**src/rtl/exe_md_pkg.sv**
```systemverilog
// Shared types and constants for the EXE-stage multiply/divide sequencer.
// Latency: n/a (declarations only).
// Backpressure: n/a.
package exe_md_pkg;

    localparam int DATA_W = 32;

    typedef enum logic [2:0] {
        MD_MULT  = 3'd0,
        MD_MULTU = 3'd1,
        MD_DIV   = 3'd2,
        MD_DIVU  = 3'd3,
        MD_MTHI  = 3'd4,
        MD_MTLO  = 3'd5
    } md_op_e;

    typedef enum logic [1:0] {
        ST_IDLE = 2'd0,
        ST_CALC = 2'd1,
        ST_FIN  = 2'd2
    } md_state_e;

    // Iterative ops; MTHI/MTLO and undefined codes are excluded.
    function automatic logic is_iter_op(input logic [2:0] op);
        return (op == MD_MULT) || (op == MD_MULTU) || (op == MD_DIV) || (op == MD_DIVU);
    endfunction

endpackage

```
**src/rtl/md_iter_core.sv**
```systemverilog
// Shift-add multiply / restoring divide datapath on unsigned magnitudes.
// Latency: one iteration per step cycle; W steps give the full result.
// Backpressure: none; advances only when step is asserted by the sequencer.
//
// Ports: clk, rst (sync high); load latches mag_a/mag_b and clears the upper
// accumulator half; step performs one iteration; is_div selects divide;
// acc_o = {HI,LO} magnitude ({remainder, quotient} for divide).
module md_iter_core #(
    parameter int W = 32
) (
    input  logic           clk,
    input  logic           rst,
    input  logic           load,
    input  logic           step,
    input  logic           is_div,
    input  logic [W-1:0]   mag_a,
    input  logic [W-1:0]   mag_b,
    output logic [2*W-1:0] acc_o
);

    logic [W-1:0]   b_q;
    logic [2*W-1:0] acc_q;
    logic [W:0]     add_sum;
    logic [W:0]     sub_diff;

    always_comb begin
        // Multiply: add multiplicand into the upper half when the LSB is set.
        add_sum  = {1'b0, acc_q[2*W-1:W]} + {1'b0, (acc_q[0] ? b_q : {W{1'b0}})};
        // Divide: trial-subtract divisor from the remainder shifted left by one.
        sub_diff = acc_q[2*W-1:W-1] - {1'b0, b_q};
    end

    always_ff @(posedge clk) begin
        if (rst) begin
            acc_q <= '0;
            b_q   <= '0;
        end else if (load) begin
            acc_q <= {{W{1'b0}}, mag_a};
            b_q   <= mag_b;
        end else if (step) begin
            if (is_div) begin
                if (!sub_diff[W])
                    acc_q <= {sub_diff[W-1:0], acc_q[W-2:0], 1'b1};
                else
                    acc_q <= {acc_q[2*W-2:0], 1'b0};
            end else begin
                acc_q <= {add_sum, acc_q[W-1:1]};
            end
        end
    end

    assign acc_o = acc_q;

endmodule

```
**src/rtl/exe_muldiv_ctrl.sv**
```systemverilog
// MIPS EXE-stage mul/div sequencer owning HI/LO; MTHI/MTLO write directly.
// Latency: MULT/DIV done DATA_W+1 cycles after acceptance, divide-by-zero after 1.
// Backpressure: stall_o while busy and EXE holds a mul/div or MFHI/MFLO.
//
// Ports: clk, rst (sync high); start/md_op/src_a/src_b present an op;
// rd_hilo marks MFHI/MFLO in EXE; flush squashes; stall_o, busy, done;
// hi_o/lo_o are the registered HI/LO.
module exe_muldiv_ctrl #(
    parameter int DATA_W = exe_md_pkg::DATA_W
) (
    input  logic              clk,
    input  logic              rst,
    input  logic              start,
    input  logic [2:0]        md_op,
    input  logic [DATA_W-1:0] src_a,
    input  logic [DATA_W-1:0] src_b,
    input  logic              rd_hilo,
    input  logic              flush,
    output logic              stall_o,
    output logic              busy,
    output logic              done,
    output logic [DATA_W-1:0] hi_o,
    output logic [DATA_W-1:0] lo_o
);
    import exe_md_pkg::*;

    localparam int CNT_W = $clog2(DATA_W);

    md_state_e         state_q, state_d;
    logic [CNT_W-1:0]  cnt_q;
    logic              div_q, neg_res_q, neg_rem_q, dz_q;
    logic [DATA_W-1:0] a_q, hi_q, lo_q;

    logic              accept, div_op, signed_op, div_zero, fin_commit, core_step;
    logic [DATA_W-1:0] mag_a, mag_b;
    logic [2*DATA_W-1:0] acc, prod;
    logic [DATA_W-1:0] quo, rem;

    always_comb begin
        div_op    = (md_op == MD_DIV) || (md_op == MD_DIVU);
        signed_op = (md_op == MD_MULT) || (md_op == MD_DIV);
        div_zero  = div_op && (src_b == '0);
        accept    = (state_q == ST_IDLE) && start && !flush && is_iter_op(md_op);
        // Two's-complement negate of the most negative value yields its
        // correct unsigned magnitude, so no special case is needed.
        mag_a     = (signed_op && src_a[DATA_W-1]) ? (~src_a + 1'b1) : src_a;
        mag_b     = (signed_op && src_b[DATA_W-1]) ? (~src_b + 1'b1) : src_b;
    end

    // State register
    always_ff @(posedge clk) begin
        if (rst) state_q <= ST_IDLE;
        else     state_q <= state_d;
    end

    // Next-state logic
    always_comb begin
        state_d = state_q;
        case (state_q)
            ST_IDLE: if (accept) state_d = div_zero ? ST_FIN : ST_CALC;
            ST_CALC: begin
                if (flush)              state_d = ST_IDLE;
                else if (cnt_q == '0)   state_d = ST_FIN;
            end
            ST_FIN:  state_d = ST_IDLE;
            default: state_d = ST_IDLE;
        endcase
    end

    // Output logic
    always_comb begin
        busy       = (state_q != ST_IDLE);
        fin_commit = (state_q == ST_FIN) && !flush;
        done       = fin_commit && !rst;
        stall_o    = busy && (start || rd_hilo);
        core_step  = (state_q == ST_CALC) && !flush;
    end

    md_iter_core #(.W(DATA_W)) u_core (
        .clk    (clk),
        .rst    (rst),
        .load   (accept),
        .step   (core_step),
        .is_div (div_q),
        .mag_a  (mag_a),
        .mag_b  (mag_b),
        .acc_o  (acc)
    );

    // Sign fixup applied in FIN on the magnitude result.
    always_comb begin
        prod = neg_res_q ? (~acc + 1'b1) : acc;
        quo  = neg_res_q ? (~acc[DATA_W-1:0] + 1'b1) : acc[DATA_W-1:0];
        rem  = neg_rem_q ? (~acc[2*DATA_W-1:DATA_W] + 1'b1) : acc[2*DATA_W-1:DATA_W];
    end

    always_ff @(posedge clk) begin
        if (rst) begin
            cnt_q     <= '0;
            div_q     <= 1'b0;
            neg_res_q <= 1'b0;
            neg_rem_q <= 1'b0;
            dz_q      <= 1'b0;
            a_q       <= '0;
            hi_q      <= '0;
            lo_q      <= '0;
        end else begin
            if (accept) begin
                cnt_q     <= CNT_W'(DATA_W - 1);
                div_q     <= div_op;
                neg_res_q <= signed_op && (src_a[DATA_W-1] ^ src_b[DATA_W-1]);
                neg_rem_q <= signed_op && src_a[DATA_W-1];
                dz_q      <= div_zero;
                a_q       <= src_a;
            end else if (state_q == ST_CALC) begin
                cnt_q <= cnt_q - 1'b1;
            end

            if (fin_commit) begin
                if (dz_q) begin
                    lo_q <= '1;
                    hi_q <= a_q;
                end else if (div_q) begin
                    lo_q <= quo;
                    hi_q <= rem;
                end else begin
                    {hi_q, lo_q} <= prod;
                end
            end else if ((state_q == ST_IDLE) && start && !flush) begin
                if (md_op == MD_MTHI) hi_q <= src_a;
                if (md_op == MD_MTLO) lo_q <= src_a;
            end
        end
    end

    assign hi_o = hi_q;
    assign lo_o = lo_q;

endmodule

```
**config.mk**
```make
export PLATFORM = sky130hd
export DESIGN_NAME = exe_muldiv_ctrl
export DESIGN_NICKNAME = d
export VERILOG_FILES = /design/src/rtl/exe_md_pkg.sv /design/src/rtl/md_iter_core.sv /design/src/rtl/exe_muldiv_ctrl.sv
export SDC_FILE = /design/constraint.sdc
export NUM_CORES = 1
export LEC_CHECK = 0
export ABC_AREA = 0
export CORE_ASPECT_RATIO = 0.5
export CORE_MARGIN = 3
export CORE_UTILIZATION = 30
export CTS_CLUSTER_DIAMETER = 200
export DETAILED_ROUTE_END_ITERATION = 12
export SYNTH_ARGS = -nofsm -noshare
export SYNTH_HDL_FRONTEND = slang
export SYNTH_SLANG_ARGS = --single-unit
```
**constraint.sdc**
```tcl
create_clock -name clk -period 3.6 [get_ports clk]
set_input_delay 0.36 -clock clk [delete_from_list [all_inputs] [get_ports clk]]
set_output_delay 0.36 -clock clk [all_outputs]
set_load 0.01 [all_outputs]
```
==> results by stage <==
Power and ir drop:
- Of the total power, the share spent switching nets is 29.4%.
- The static leakage is 0.00738 uW.
- The power density over the cells is 336 mW/mm2.
- The analysis attributes to net switching a power of 1880 uW.
- The logic gate share of total power is 20.8%.
- The share of total power in sequential cells is 37.3%.
- The clock power share is 41.9%.
- The worst IR drop on VDD is 0.292 mV.
- The internal power is 4520 uW.

CTS:
- The number of hold buffers added after CTS was 0.
- The clock reaches the later pin of the worst-skew pair after 550 ps.
- After clock tree synthesis, the clock-pin slew on the worst setup and hold paths is 60 ps.
- The maximum clock insertion buffer count is 3.
- The number of clock sinks is 203.
- In this run, CTS created clock tree buffers numbering 23.
- The CTS root buffer is clkbuf_16.
- CTS built an H-tree with a depth of 1.
- The clock tree from TritonCTS is done.

Logic synthesis:
- After synthesis, the cell types taking the most area are dfxtp_1 27%, mux2i_1 6.4%, ha_1 5.8%, a21oi_1 5.6%, nor2_1 5.4%.
- The cell area after technology mapping is 0.0152 mm2.
- Among all flip-flop cells after synthesis, the most frequent one is dfxtp_1.
- The portion of the post-synthesis area used by sequential elements is 26.7%.
- During synthesis, Yosys emitted a total of 0 warnings.
- Of all cell types, the one taking the most synthesized area is dfxtp_1.
- Counting every instance in the synthesized netlist gives 1971.
- The share of synthesized registers carrying an async set or reset is 0%.
- The netlist uses 76 different library cells.
- The net count after synthesis is 2115.
- The top cell type by area accounts for 26.7% of the synthesized area.
- The register bit total from synthesis is 203.
- The mean cell area of the mapped netlist is 7.72 um2.
- Yosys mapped a number of flops with a built-in enable equal to 0.

Timing:
- The worst hold margin is 268 ps.
- For the pin with the worst max-slew slack, the measured transition is 981 ps.
- Between clock sinks in the finished design, the worst skew comes to 19.1 ps.
- The worst slew margin relative to its limit is 34.6%.
- Setup repair after global routing left no endpoint under its margin.
- The final setup TNS is 0 ps.
- The period utilization is 95.9%.
- The final hold violation count is 0.
- The worst setup slack after layout is 148 ps.
- The number of failing setup endpoints in the final timing report is 0.
- The number of max-slew violations in the final report came to 0.
- The worst path needs 3450 ps of the cycle, external delays included.
- The maximum clock frequency is 0.290 GHz.

Final layout:
- The fraction of final layout cells with drive strength greater than 1 is 11.6%.
- The final-layout fill cell count is 5162.
- The post-layout net count is 2300.
- The area occupied by multi-input gates is 0.0105 mm2.
- The signed area change from the synthesized netlist to the final layout is 25.1%.
- The top cell types in the final layout, fill and taps aside, are 212 x nor2_1, 201 x dfxtp_1, 186 x nand2_1.
- The most frequent standard cell in the layout excluding fill and tap cells is nor2_1.
- The cell area after layout is 0.0190 mm2.
- The finished layout holds 2851 standard cells, fillers aside.
- Registers take 0.00407 mm2.
- The antenna cell count is 0.

Detailed routing:
- The DRC marker count from the first detailed-route iteration is 1524.
- The ratio of routed vias to standard cells is 5.46.
- The final routed wire length divided by cell count is 19.6 um.
- The post-detailed-route DRC marker count is 0.
- Summed over all layers, the routed wires come to 56000 um.
- The count of TritonRoute iterations in the first routing pass is 6.
- The number of nets still failing antenna checks after routing is 0.
- The total number of vias is 15600.

Worst setup path:
- Among cell families on the critical path, the largest total delay comes from compound AO/OA/AOI/OAI gates.
- Of all nets on the critical path, the largest fanout is 7.
- Among all stages on the critical path, the largest delay is contributed by o41a_1.
- At the worst endpoint, the required time is 4020 ps.
- The sum of buffers and inverters on the critical path is 2.
- Walking the worst path, the cells encountered are inv_1 -> ha_1 -> fa_1 -> nand2b_1 -> a21oi_2 -> o41a_1 -> a31oi_1 -> o211a_1 -> nor3_2 -> nor2_2 -> buf_4 -> mux2_2 -> a211oi_1 -> nor2_1.
- The sort of element at the start of the critical path is a register.
- STA puts the critical path data arrival time at 3870 ps.
- By startpoint and endpoint, the worst setup path is classified as reg -> reg.
- In this design, the stage delay of the slowest critical-path cell is 410 ps.
- STA classifies the critical path endpoint as a register.

Floorplan:
- The placeable core region is 0.0494 mm2.
- The number of I/O pins is 139.
- The floorplan has 57 rows.
- The die is 165 um tall.
- The die covers 0.0536 mm2.
- In this run the horizontal extent of the chip is 325 um.
- The initial utilization of the core area, before any placement, comes to 30.8%.

Placed design:
- The last weighted congestion value of the routability-driven placer is 0.932.
- The placed instance count is 2808.
- The post-place instance area is 0.0181 mm2.
- The minimum setup slack after placement is 0.729 ps.
- Port buffering added 138 buffers.
- The wire-length estimate of the detail-placed layout is 42200 um.

GRT:
- The number of global-route vias before repair came to 14400.
- The first-pass GRT wire length is 85600 um.
- The initial antenna violation count was 8.
- The overall fraction of global-route tracks in use is 19.9%.
- Entering global routing, the biggest net connects 149 pins.
- The final global-route overflow total is 0.

Flow run:
- The reported max-cap violation count is 0.

Worst hold path:
- The path type of the worst min-delay path is in -> reg.

Status:
- The flow ran to the end, and the final reports show no timing, DRC or antenna violations.
[path summary, 6_finish.rpt]
path / startpoint / to / slack [ps] / depth (start not counted)
max reg2reg: u_core.acc_o[31] / u_core.acc_o[57] / 150 / 14
min: rst / state_q[0] / 270 / 2
min reg2reg: u_core.b_q[20] / u_core.b_q[20] / 450 / 2
max: u_core.acc_o[31] / u_core.acc_o[57] / 150 / 14
[flip-flops by register name, indices dropped and copies added, names as in the netlist]
| register | cells |
|---|---|
| state_q | 2 |
| u_core.acc_o | 64 |
| cnt_q | 5 |
| neg_res_q | 1 |
| hi_o | 32 |
| neg_rem_q | 1 |
| u_core.b_q | 32 |
| lo_o | 32 |
| a_q | 32 |
| div_q | 1 |
| dz_q | 1 |
[what timing repair did]
action | in CTS | in global routing
pin swaps | 0 | 3
setup endpoints to repair | 2 | 16
resized for setup | 1 | 12
setup buffers | 0 | 1
[cells by family after synthesis]
| group | count (synthesis) | share of synthesized area (%) |
|---|---|---|
| simple gates | 616 | 19.0 |
| compound gates | 613 | 26.6 |
| flops | 203 | 26.7 |
| buf+inv | 193 | 4.93 |
| xor+xnor | 167 | 9.61 |
| mux | 107 | 7.12 |
| fa+ha+maj | 72 | 6.02 |
[layer usage]
| metal | up-vias | global-route usage, % | wire length (um) |
|---|---|---|---|
| met5 | - | 0 | 86 |
| met4 | 16 | 6.20 | 1820 |
| met3 | 99 | 3.15 | 3990 |
| met2 | 546 | 32.6 | 24900 |
| met1 | 7325 | 27.1 | 25300 |
| li1 | 7575 | - | - |
[Yosys cell counts, drive strengths merged, types with 4 or more instances]
master and instances:
a31oi 17, o41ai 15, a22oi 4, o221ai 7, or2 6, and4 5
a21o 34, nand3 26, dfxtp 203, o21a 7, nor2b 9, mux2 10
nor3 43, a211oi 106, and2 10, a21oi 169, xnor2 74, mux2i 97
nand2 188, nand4 5, xor2 93, or3 20, or4 18, nor4 15
clkbuf 118, inv 56, and3 16, o211ai 13, a22o 5, nand4b 7
nor2 218, ha 70, a21boi 4, nand2b 20, o31ai 27, o22ai 6
a2111oi 7, a311oi 12, o21ai 118, nor3b 6, buf 17, a221oi 37
[final cells by class]
type / instances / area share, %
flip-flops and latches: 203 / 21.4
multi-input cells: 1575 / 55.1
repair buffers: 295 / 13.6
well taps: 678 / 4.46
inverters: 58 / 1.14
clock inverters: 10 / 0.953
clock buffers: 32 / 3.46
[stage by stage]
stage / power (uW) / utilization [%]
6_report: 6400 / 38.6
3_5_place_dp: 3740 / 36.8
3_3_place_gp: 3740 / 36.8
2_1_floorplan: 3230 / -
5_1_grt: 6640 / 38.6
4_1_cts: 6410 / 38.5
[power by group through the flow]
stage / sequential (uW) / combinational [uW] / clock [uW]
2_1_floorplan: 2410 / 817 / 0
3_3_place_gp: 2430 / 1300 / 0
3_5_place_dp: 2440 / 1310 / 0
4_1_cts: 2390 / 1310 / 2710
5_1_grt: 2390 / 1450 / 2800
6_report: 2390 / 1330 / 2680
Note: power is estimated with default switching activity, not from simulation.
